### src/rtl/xbus_master.sv
// xbus_master: single-outstanding peripheral bus initiator.
// Accepts one read/write command on a valid/ready port. It drives the
// addr/sel/we/data_to_wr bus for 1+WAIT_CYC cycles and samples the decoder
// read mux on the last select cycle. It then returns the result on a
// valid/ready response port.
//
// Optional feature macro: XBUS_TRAP_EN
//   defined   - trap_sel is tracked per access and reported as rsp_err.
//   undefined - trap_sel is ignored and rsp_err is always 0.
//
// Handshake rule (both ports): a transfer happens on a rising clk edge where
// valid and ready are both high. The initiator keeps valid and its payload
// stable until that edge. ready may be low for any number of cycles.
// Here cmd_ready is high only in IDLE. rsp_valid is high only in RESP.

module xbus_master #(
  parameter int ADDR_W   = 12,
  parameter int DATA_W   = 32,
  parameter int WAIT_CYC = 1
) (
  input  logic              clk,
  input  logic              rst,
  // command port
  input  logic              cmd_valid,
  output logic              cmd_ready,
  input  logic              cmd_we,
  input  logic [ADDR_W-1:0] cmd_addr,
  input  logic [DATA_W-1:0] cmd_wdata,
  // response port
  output logic              rsp_valid,
  input  logic              rsp_ready,
  output logic [DATA_W-1:0] rsp_rdata,
  output logic              rsp_err,
  // peripheral bus
  output logic [ADDR_W-1:0] addr,
  output logic              sel,
  output logic              we,
  output logic [DATA_W-1:0] data_to_wr,
  input  logic [DATA_W-1:0] data_to_rd,
  input  logic              trap_sel,
  // debug: current FSM state (0 IDLE, 1 ACCESS, 2 RESP)
  output logic [1:0]        fsm_state
);

  typedef enum logic [1:0] {
    S_IDLE   = 2'd0,
    S_ACCESS = 2'd1,
    S_RESP   = 2'd2
  } state_t;

  state_t     state;
  logic [3:0] wait_cnt;
  logic       wr_latched;
  logic       trap_hit;
  logic       err_now;

  assign fsm_state = state;

`ifdef XBUS_TRAP_EN
  // The trap is sticky across the access, so include this cycle's trap_sel.
  assign err_now = trap_hit | trap_sel;
`else
  // Trap reporting is disabled. Both signals exist only to keep one code path.
  logic [1:0] unused_trap;
  assign unused_trap = {trap_sel, trap_hit};
  assign err_now     = 1'b0;
`endif

  // Main transaction FSM; all port and bus outputs are registered here.
  always_ff @(posedge clk or negedge rst) begin
    if (!rst) begin
      state      <= S_IDLE;
      cmd_ready  <= 1'b0;
      rsp_valid  <= 1'b0;
      rsp_rdata  <= '0;
      rsp_err    <= 1'b0;
      addr       <= '0;
      sel        <= 1'b0;
      we         <= 1'b0;
      data_to_wr <= '0;
      wait_cnt   <= 4'd0;
      wr_latched <= 1'b0;
      trap_hit   <= 1'b0;
    end else begin
      case (state)
        S_IDLE: begin
          if (cmd_valid && cmd_ready) begin
            state      <= S_ACCESS;
            cmd_ready  <= 1'b0;
            sel        <= 1'b1;
            we         <= cmd_we;
            wr_latched <= cmd_we;
            addr       <= cmd_addr;
            data_to_wr <= cmd_wdata;
            wait_cnt   <= 4'(WAIT_CYC);
            trap_hit   <= 1'b0;
          end else begin
            // cmd_ready stays low for one cycle after reset release.
            cmd_ready <= 1'b1;
          end
        end

        S_ACCESS: begin
          // The write strobe is one cycle only, so the target sees one write.
          we       <= 1'b0;
          trap_hit <= err_now;
          if (wait_cnt == 4'd0) begin
            sel       <= 1'b0;
            rsp_valid <= 1'b1;
            rsp_err   <= err_now;
            rsp_rdata <= (wr_latched || err_now) ? '0 : data_to_rd;
            state     <= S_RESP;
          end else begin
            wait_cnt <= wait_cnt - 4'd1;
          end
        end

        S_RESP: begin
          if (rsp_ready) begin
            rsp_valid <= 1'b0;
            // Ready right away so that back-to-back commands are 3+WAIT_CYC apart.
            cmd_ready <= 1'b1;
            state     <= S_IDLE;
          end
        end

        default: begin
          state     <= S_IDLE;
          sel       <= 1'b0;
          we        <= 1'b0;
          rsp_valid <= 1'b0;
          cmd_ready <= 1'b0;
        end
      endcase
    end
  end

endmodule

### config.mk
export PLATFORM = sky130hd
export DESIGN_NAME = xbus_master
export DESIGN_NICKNAME = d
export VERILOG_FILES = /design/src/rtl/xbus_master.sv
export SDC_FILE = /design/constraint.sdc
export NUM_CORES = 1
export LEC_CHECK = 0
export CAP_MARGIN = 20
export CORE_ASPECT_RATIO = 0.9
export CORE_UTILIZATION = 30
export DETAILED_ROUTE_END_ITERATION = 8
export MAX_ROUTING_LAYER = met4
export PLACE_DENSITY = 0.7
export SYNTH_ARGS = -nofsm -noshare
export SYNTH_HDL_FRONTEND = slang
export SYNTH_SLANG_ARGS = --single-unit
### constraint.sdc
create_clock -name clk -period 4.1 [get_ports clk]
set_input_delay 0.615 -clock clk [delete_from_list [all_inputs] [get_ports clk]]
set_output_delay 0.615 -clock clk [all_outputs]
set_load 0.05 [all_outputs]
Word-level counts from Yosys, hierarchy flattened
Cells that the tools add are included.
{"block": "totals", "out_inout_bits": 83, "elab_cells": 51, "ff_bits": 87}
{"block": "op_classes", "n_bitwise": 3, "muxes": 19, "eq_ne": 6, "add_sub_neg": 1, "n_reduce_logical": 12}
{"operator": "$mux W32", "count": 1}
{"operator": "$reduce_and A3 Y1", "count": 4}
{"operator": "$pmux W1 S3", "count": 3}
{"operator": "$mux W4", "count": 2}
{"operator": "$ne A2 B2 Y1 const B", "count": 4}
{"operator": "$pmux W4 S2", "count": 1}
{"operator": "$reduce_and A2 Y1", "count": 4}
{"operator": "$mux W1", "count": 7}
{"operator": "$mux W2", "count": 3}
{"operator": "$pmux W2 S3", "count": 1}
{"operator": "$logic_not A4 Y1", "count": 1}
{"operator": "$sub A4 B1 Y4 const B", "count": 1}
{"operator": "$not A1 Y1", "count": 3}
{"operator": "$eq A2 B1 Y1 const B", "count": 1}
{"operator": "$eq A2 B2 Y1 const B", "count": 1}
{"operator": "$logic_not A2 Y1", "count": 1}
{"operator": "$pmux W1 S2", "count": 1}
{"operator": "$reduce_bool A2 Y1", "count": 1}
{"operator": "$logic_and A1 B1 Y1", "count": 1}

Longest topological paths before layout
Gate-level depths: netlist (run 1).
{"block": "depth", "depth_word": 3, "ltp_mapped": 7, "mapped_depth_nobuf": 5}

Worst setup path before layout (run 1)
Ideal clock, no wire load.
{"block": "synth_path", "kind": "reg-to-reg", "start": "register state[1], in the netlist fsm_state[1]", "end": "register rsp_rdata[10]", "setup_slack_ps": 2343, "synth_period_minus_slack_ps": 1757, "n_path_buf": 2, "arrival_time_ps": 1632, "required_time_ps": 3975, "path_stages_with_launch": 6, "cell_sequence": "dfrtp_1 > nand2b_2 > nand2b_4 > buf_6 > buf_12 > mux2_4"}
{"block": "synth_between", "elab_chain_cells": 2}
{"element": "start, declared", "line": "51", "source": "state_t state;"}
{"element": "start signal, assigned", "line": "72", "source": "state <= S_IDLE;"}
{"element": "start signal, assigned", "line": "88", "source": "state <= S_ACCESS;"}
{"element": "start signal, assigned", "line": "112", "source": "state <= S_RESP;"}
{"element": "$eq A2 B1 Y1", "line": "85", "source": "case (state)"}
{"element": "$reduce_and A2 Y1 (no source line)"}
{"element": "end signal, assigned", "line": "111", "source": "rsp_rdata <= (wr_latched || err_now) ? '0 : data_to_rd;"}
{"element": "end, declared", "line": "32", "source": "output logic [DATA_W-1:0] rsp_rdata,"}
Every way passes these cells.
A chain may end at the register's enable or synchronous reset.

Worst setup path in the final report (run 1)
{"block": "layout_path", "start": "register state[0], in the netlist fsm_state[0]", "end": "output fsm_state[0]"}
{"element": "end, declared", "line": "42", "source": "output logic [1:0] fsm_state"}
No word-level cell between the ends.

==> results.yml, run 1 <==
clock_tree:
  cts_hold_buf: 0
  postCtsSetupRepairBufs: 0
  root_buffer: "clkbuf_16"
  clk_transition_reported_paths_ns: 0.06
  numCtsBuffers: 9
  clock_path_buffers: 2
  cts_tree: "done"
  clock-sinks: 87
  postCtsResizedCells: 0
  clk_latency_ns: 0.34
  htreeDepth: 3
outcome:
  status: "finished clean"
detailed_routing:
  vias: 2490
  via_per_inst: 4.308
  met1_length_microns: 3725
  drt_iter0_markers: 58
  drt-pass1-iter-count: 4
  wl_microns: 8473
  wl_per_cell_microns: 14.66
  ant_nets: 0
  highest_layer: "met4"
  drc: 0
  wl_met2_microns: 4149
  route.met3.wl_microns: 510
sta:
  holdWs_ns: 0.2609
  tns_ns: 0
  fmax_mhz: 425.9
  finalSetupViolCount: 0
  drv_slew: 0
  clock_skew_ns: 0.007084
  period_needed_ns: 2.348
  rsz0062_at_grt: "no"
  maxSlewHeadroom_pct: 29.67
  finalHoldViolCount: 0
  worst_pin_slew_ns: 1.055
  min_period_over_period_pct: 57.27
cells_and_area:
  nFillCells: 1134
  drive_gt1_share_pct: 24.40
  n_antenna_cell: 0
  areaGrowthSynthToFinish_pct: 52.26
  final_util_pct: 47.03
  nets: 493
  multi_input_comb_area_sq_mm: 0.001594
  seq_area_sq_mm: 0.002177
setup_path:
  rr_endpoint: "addr[3]$_DFFE_PN0P_"
  worstSetupEndpointType: "primary output"
  critical_path_buf_inv_count: 1
  rrSetupSlack_ns: 2.04
  path_class: "register to primary output"
  crit_chain: "clkdlybuf4s50_1"
  required_ns: 3.48
  crit-reg2reg-launch: "fsm_state[0]$_DFFE_PN0P_"
  ff2ff_path_depth: 2
  start_kind: "register"
  cp_max_fo: 9
  crit_family: "buffers and inverters"
  max_stage_delay_ns: 0.88
  timing.critical_path.slowest_stage_cell: "clkdlybuf4s50_1"
  crit_arrival_ns: 1.73
  crit_path_start: "fsm_state[0]$_DFFE_PN0P_"
synthesis:
  ys_seq_area_share_pct: 55.34
  synth_compound_area_share_pct: 1.495
  synth.most_common_cell: "dfrtp_1"
  synth_fp_nets: 332
  synth_area_sq_mm: 0.003934
  synth_edf_count: 0
  synth_top_family_by_area: "multiplexers"
  ys.flop_type: "dfrtp_1"
  avgSynthCellArea_sq_um: 15.86
  synth_top_area_cell: "dfrtp_1"
  synth_fa_ha_area_share_pct: 0.6361
  synth_xor_area_share_pct: 0
  synth.distinct_cells: 30
  synth-simple-area-share_pct: 8.397
  async_reset_ff_share_pct: 100.0
  muxShareOfSynthArea_pct: 29.80
  ys_ff_latch: 87
  synth_top_area_share_pct: 55.34
  yosysWarnings: 0
  synth.area.top_cells: "dfrtp_1 55%, mux2_4 28%, nor2b_1 5.4%, buf_6 1.7%, buf_12 1.5%"
  ys_top_cells_by_count: "87 x dfrtp_1, 73 x mux2_4, 34 x nor2b_1"
  synthCells: 248
worst_hold_path:
  hold_class: "input port to async pin"
pwr:
  vdd_drop_max_mv: 0.5526
  p_total_uw: 5936
  powerDensity_mw_per_mm2: 991.0
  leakage_uw: 0.002661
floorplan:
  floorplan.die.width_microns: 122.7
  die_height_microns: 110.6
  dieArea_sq_mm: 0.01358
  rows: 39
  pin_count: 165
  initial_core_util_pct: 30.89
  core_sq_mm: 0.01274
grt:
  grt_pass1_wl_microns: 13590
  track_usage_pct: 13.46
  overflow: 0
  first_global_vias: 2659
  grt_max_degree: 88
  antenna_found_initial: 0
run:
  drv_cap: 0
place:
  dpl.hpwl_microns: 5750
  place_congestion: 0.7620
  port_buffers: 162
==> layer usage <==
metal	vias to the layer above	GRT usage, %
met2	84	20.71
met4	0	3.577
li1	1167	-
met3	12	5.062
met5	-	-
met1	1227	16.44
==> state kept, by name, indices dropped and copies added, names as in the netlist <==
| signal | flops |
|---|---|
| rsp_rdata | 32 |
| fsm_state | 2 |
| we | 1 |
| sel | 1 |
| data_to_wr | 32 |
| addr | 12 |
| cmd_ready | 1 |
| wr_latched | 1 |
| wait_cnt | 4 |
| rsp_valid | 1 |
==> cell families after synthesis <==
family / after synthesis
flops: 87
mux: 80
simple gates: 50
buf+inv: 18
compound gates: 10
fa+ha+maj: 2
other cells: 1
==> power by group <==
group          internal [uW]  total (uW)  switching (uW)
Combinational           1500        3490            1990
Sequential              1280        1560             283
Clock                    550         885             335
==> metrics by stage <==
stage | instance area (sq um) | instances | worst slack (ns)
after global routing | 5989 | 578 | 1.694
after floorplan | 3934 | 248 | 2.343
final | 5989 | 578 | 1.752
after global placement | 5610 | 560 | 1.542
after CTS | 5934 | 576 | 1.734
after detailed placement | 5610 | 560 | 1.490
==> layout by cell type, fill, tap and decap left out, types with 2 or more instances in the layout <==
| master | count |
|---|---|
| a21oi_1 | 2 |
| buf_16 | 2 |
| bufinv_16 | 2 |
| clkbuf_16 | 9 |
| clkdlybuf4s50_1 | 161 |
| dfrtp_1 | 87 |
| ha_1 | 2 |
| inv_1 | 4 |
| mux2_2 | 5 |
| mux2_4 | 73 |
| mux2i_1 | 2 |
| nand2_1 | 2 |
| nand2b_1 | 2 |
| nor2_1 | 4 |
| nor2b_1 | 34 |
| o21ai_0 | 4 |
==> area by class of cell <==
type / instances / area share, %
tap: 164 / 3.426
timing repair buffer: 164 / 27.95
inverter: 4 / 0.2507
clock buffer: 11 / 4.053
multi-input combinational: 143 / 26.61
sequential: 87 / 36.35
clock inverter: 5 / 1.358
==> worst reg2reg max path, delay by kind of cell, from the launching register on <==
family / cells / cell delay [ns]
and+or+nand+nor: 1 / 1.05
DFF: 1 / 0.48
muxes: 1 / 0.42
==> how the worst max path moves through the flow <==
stage / to / depth (start not counted)
5_1_grt: fsm_state[0] / 1
6_report: fsm_state[0] / 1
2_1_floorplan: rsp_rdata[10]$_DFFE_PN0P_ / 5
3_3_place_gp: data_to_wr[14]$_DFFE_PN0P_ / 3
3_5_place_dp: wait_cnt[3]$_DFFE_PN0P_ / 4
4_1_cts: fsm_state[0] / 1
Note: power is estimated with default switching activity, not from simulation.
==> run 2: changes to the inputs <==
==> constraint.sdc (replaced) <==
create_clock -name clk -period 2.4 [get_ports clk]
set_input_delay 0.36 -clock clk [delete_from_list [all_inputs] [get_ports clk]]
set_output_delay 0.36 -clock clk [all_outputs]
set_load 0.05 [all_outputs]
==> run 2 against run 1 <==
Effect of this change:
- global-route usage grew 0.22 points
- count of clock-buffer cells in the layout grew 1
- setup slack lost 1.4 ns
- critical path type unchanged
- worst hold slack lost 0.25 ns
- sequential power grew 69%
- largest power group unchanged
- non-clock buffer count grew 1
==> results.yml, run 2 (synthesis results as in run 1) <==
outcome:
  status: "finished clean"
detailed_routing:
  drt_iter0_markers: 42
  drt-pass1-iter-count: 4
  wl_per_cell_microns: 14.68
  via_per_inst: 4.303
  vias: 2487
  ant_nets: 0
  drc: 0
  wl_microns: 8484
clock_tree:
  clock-sinks: 87
  cts_hold_buf: 0
  postCtsSetupRepairBufs: 0
  htreeDepth: 3
  clk_transition_reported_paths_ns: 0.06
  cts_tree: "done"
  postCtsResizedCells: 0
  clk_latency_ns: 0.33
  clock_path_buffers: 2
  numCtsBuffers: 9
  root_buffer: "clkbuf_16"
sta:
  fmax_mhz: 486.1
  worst_pin_slew_ns: 0.6333
  finalHoldViolCount: 0
  tns_ns: 0
  finalSetupViolCount: 0
  clock_skew_ns: 0.005590
  min_period_over_period_pct: 85.71
  period_needed_ns: 2.057
  drv_slew: 0
  rsz0062_at_grt: "no"
  maxSlewHeadroom_pct: 57.78
floorplan:
  die_height_microns: 110.6
  dieArea_sq_mm: 0.01358
  rows: 39
  initial_core_util_pct: 30.89
  pin_count: 165
  floorplan.die.width_microns: 122.7
  core_sq_mm: 0.01274
setup_path:
  path_class: "register to primary output"
  critical_path_buf_inv_count: 1
  max_stage_delay_ns: 0.88
  crit_arrival_ns: 1.70
  worstSetupEndpointType: "primary output"
  cp_max_fo: 9
  crit_path_start: "fsm_state[0]$_DFFE_PN0P_"
  timing.critical_path.slowest_stage_cell: "clkdlybuf4s50_1"
  required_ns: 2.04
  crit_chain: "clkdlybuf4s50_1"
  crit_family: "buffers and inverters"
  crit-reg2reg-launch: "wait_cnt[0]$_DFFE_PN0P_"
  start_kind: "register"
cells_and_area:
  instances_no_fill: 578
  areaGrowthSynthToFinish_pct: 51.81
  nets: 494
  reg_top3: "data_to_wr: 32 flops, rsp_rdata: 32 flops, addr: 12 flops"
  layout_common_cells: "161 x clkdlybuf4s50_1, 87 x dfrtp_1, 73 x mux2_4"
  final_common_cell: "clkdlybuf4s50_1"
  final_util_pct: 46.89
  n_antenna_cell: 0
  drive_gt1_share_pct: 24.15
pwr:
  vdd_drop_max_mv: 0.7184
  pwr-share-clk_pct: 14.6
  power_frac_comb_pct: 59.3
  power_frac_seq_pct: 26.2
  powerDensity_mw_per_mm2: 1688
  p_int_uw: 5660
  leakage_uw: 0.002652
  p_switching_uw: 4423
  sw_frac_of_total_pct: 43.87
grt:
  grt_pass1_wl_microns: 13940
  grt_max_degree: 52
  first_global_vias: 2741
  antenna_found_initial: 0
  overflow: 0
  track_usage_pct: 13.67
place:
  dpl.hpwl_microns: 5963
  place_congestion: 0.7474
  port_buffers: 162
  dp.cells: 563
worst_hold_path:
  hold_class: "input port to async pin"
run:
  drv_cap: 0
==> run 2: path summary, 6_finish.rpt <==
kind,to,slack (ns),cells past startpoint
max,fsm_state[0],0.34,1
min,data_to_wr[21]$_DFFE_PN0P_,0.01,1
max reg2reg,rsp_rdata[5]$_DFFE_PN0P_,0.39,5
min reg2reg,rsp_valid$_DFFE_PN0P_,0.49,2
max in group asynchronous,data_to_wr[22]$_DFFE_PN0P_,1.75,2
min in group clk,rsp_valid$_DFFE_PN0P_,0.49,2
==> run 2: layer usage <==
metal | GRT usage [%] | wire [microns]
met5 | - | 0
met4 | 3.902 | 100
met3 | 3.771 | 457
met2 | 22.02 | 4209
met1 | 16.62 | 3716
==> run 2: final cells by class <==
| class | instances | area, sq um |
|---|---|---|
| Tap cell | 164 | 205.2 |
| Sequential cell | 87 | 2177 |
| Clock inverter | 3 | 67.56 |
| Timing Repair Buffer | 165 | 1667 |
| Fill cell | 1128 | 6764 |
| Multi-Input combinational cell | 143 | 1594 |
| Clock buffer | 12 | 246.5 |
| Inverter | 4 | 15.01 |
==> run 2: metrics by stage <==
stage / hold slack [ns] / setup WS [ns] / area [sq um] / power (uW)
floorplan: 0.06441 / 0.6430 / 3934 / 6896
global placement: 0.3847 / 0.4418 / 5658 / 8573
detailed placement: 0.3899 / 0.3996 / 5658 / 8663
CTS: 0.02994 / 0.3183 / 5972 / 10210
global route: 0.04904 / 0.2226 / 5972 / 10570
finish: 0.01326 / 0.3430 / 5972 / 10080
==> run 2: power by group through the flow <==
stage | combinational [uW] | clock [uW] | sequential [uW]
2_1_floorplan | 1960 | 0 | 4940
3_3_place_gp | 5950 | 0 | 2620
3_5_place_dp | 6020 | 0 | 2640
4_1_cts | 6030 | 1530 | 2640
5_1_grt | 6240 | 1590 | 2740
6_report | 5970 | 1470 | 2640
==> run 3: changes to the inputs <==
--- a/config.mk
+++ b/config.mk
@@ -10,7 +10,7 @@
 export CORE_UTILIZATION = 30
 export DETAILED_ROUTE_END_ITERATION = 8
 export MAX_ROUTING_LAYER = met4
-export PLACE_DENSITY = 0.7
+export PLACE_DENSITY = 0.62
 export SYNTH_ARGS = -nofsm -noshare
 export SYNTH_HDL_FRONTEND = slang
 export SYNTH_SLANG_ARGS = --single-unit
==> run 3 against run 2 <==
Effect of this change:
- largest cell class unchanged
- flip-flop and latch count did not move
- the run now ends with hold timing left
- die area stayed put
- combinational power about the same
- global-route usage grew 0.21 points
==> results.yml, run 3 (synthesis results as in run 1) <==
outcome:
  status: "complete, but fails checks"
  violations: "hold timing"
pwr:
  vdd_drop_max_mv: 0.9319
  powerDensity_mw_per_mm2: 1662
  leakage_uw: 0.002657
cells_and_area:
  nets: 498
  seq_area_sq_mm: 0.002177
  areaGrowthSynthToFinish_pct: 51.43
  multi_input_comb_area_sq_mm: 0.001594
  stdcell_area_sq_mm: 0.005957
  nFillCells: 1153
  n_antenna_cell: 0
  final_common_cell: "clkdlybuf4s50_1"
  drive_gt1_share_pct: 24.82
  layout_common_cells: "161 x clkdlybuf4s50_1, 87 x dfrtp_1, 73 x mux2_4"
  reg_top3: "data_to_wr: 32 flops, rsp_rdata: 32 flops, addr: 12 flops"
clock_tree:
  clk_latency_ns: 0.34
  clock-sinks: 87
  postCtsSetupRepairBufs: 0
  clock_path_buffers: 2
  htreeDepth: 3
  cts_tree: "done"
  postCtsResizedCells: 0
  clk_transition_reported_paths_ns: 0.06
  root_buffer: "clkbuf_16"
  cts_hold_buf: 0
  numCtsBuffers: 9
sta:
  rsz0062_at_grt: "no"
  finalHoldViolCount: 2
  worst_pin_slew_ns: 0.6252
  drv_slew: 0
  maxSlewHeadroom_pct: 58.32
  clock_skew_ns: 0.008800
  period_needed_ns: 2.068
  holdWs_ns: -0.001479
  tns_ns: 0
  fmax_mhz: 483.5
  min_period_over_period_pct: 86.18
  finalSetupViolCount: 0
floorplan:
  rows: 39
  pin_count: 165
  floorplan.die.width_microns: 122.7
  core_sq_mm: 0.01274
  die_height_microns: 110.6
  initial_core_util_pct: 30.89
  dieArea_sq_mm: 0.01358
detailed_routing:
  via_per_inst: 4.317
  drt-pass1-iter-count: 3
  drc: 0
  wl_per_cell_microns: 14.64
  wl_microns: 8533
  ant_nets: 0
  vias: 2517
  drt_iter0_markers: 62
setup_path:
  cp_max_fo: 9
  worstSetupEndpointType: "primary output"
  start_kind: "register"
  ff2ff_path_depth: 5
  critical_path_buf_inv_count: 1
  required_ns: 2.04
  max_stage_delay_ns: 0.87
  crit_cells: 1
  path_class: "register to primary output"
  crit_family: "buffers and inverters"
  crit_arrival_ns: 1.71
  timing.critical_path.slowest_stage_cell: "clkdlybuf4s50_1"
  crit_chain: "clkdlybuf4s50_1"
place:
  port_buffers: 162
  place_congestion: 0.6980
  place_area_sq_mm: 0.005688
  dpl.hpwl_microns: 6009
grt:
  overflow: 0
  first_global_vias: 2756
  antenna_found_initial: 0
  grt_max_degree: 42
  grt_pass1_wl_microns: 14060
  track_usage_pct: 13.89
run:
  drv_cap: 0
worst_hold_path:
  hold_class: "input port to async pin"
run 3: cell count changes in the layout (fill, tap and decap cells not counted), sizes merged:
cell / previous run / this run
clkinv: 0 / 3
buf: 4 / 8
clkbuf: 12 / 13
clkinvlp: 1 / 0
bufinv: 2 / 0
run 3: through the flow:
stage / setup WS [ns] / power, uW / hold slack, ns / util, % / cells
2_1_floorplan: 0.6430 / 6896 / 0.06441 / - / 248
3_5_place_dp: 0.4311 / 8674 / 0.3927 / 44.66 / 567
5_1_grt: 0.2581 / 10380 / 0.03118 / 46.77 / 583
4_1_cts: 0.3043 / 10020 / 0.01861 / 46.77 / 583
6_report: 0.3317 / 9899 / -0.001479 / 46.77 / 583
3_3_place_gp: 0.4295 / 8608 / 0.3821 / 44.66 / 567
run 3: final cells by class:
type                            count  area share (%)
Tap cell                          164           3.445
Sequential cell                    87           36.55
Clock buffer                       13           4.201
Multi-Input combinational cell    143           26.76
Inverter                            4          0.2520
Timing Repair Buffer              169           28.48
Clock inverter                      3          0.3151
run 3: power by group:
group          switching [uW]  internal, uW
clock                     558           729
sequential                436          2190
combinational            3430          2560
run 3: path summary, 6_finish.rpt:
check / from / end / slack, ns
worst max-delay path: fsm_state[0]$_DFFE_PN0P_ / fsm_state[0] / 0.33
worst min-delay path: rst / addr[3]$_DFFE_PN0P_ / -0.001
worst max register to register: wait_cnt[0]$_DFFE_PN0P_ / rsp_rdata[10]$_DFFE_PN0P_ / 0.43
worst min register to register: rsp_valid$_DFFE_PN0P_ / rsp_valid$_DFFE_PN0P_ / 0.48
max in group asynchronous: rst / data_to_wr[1]$_DFFE_PN0P_ / 1.77
min in group clk: rsp_valid$_DFFE_PN0P_ / rsp_valid$_DFFE_PN0P_ / 0.48
run 3: routing by layer:
metal  vias up  track usage, %  share of wire [%]
met1      1246           16.83                 45
li1       1174               -                  -
met3         9           4.597                6.8
met5         -               -                  0
met2        88           21.31                 47
met4         0           5.122                1.6
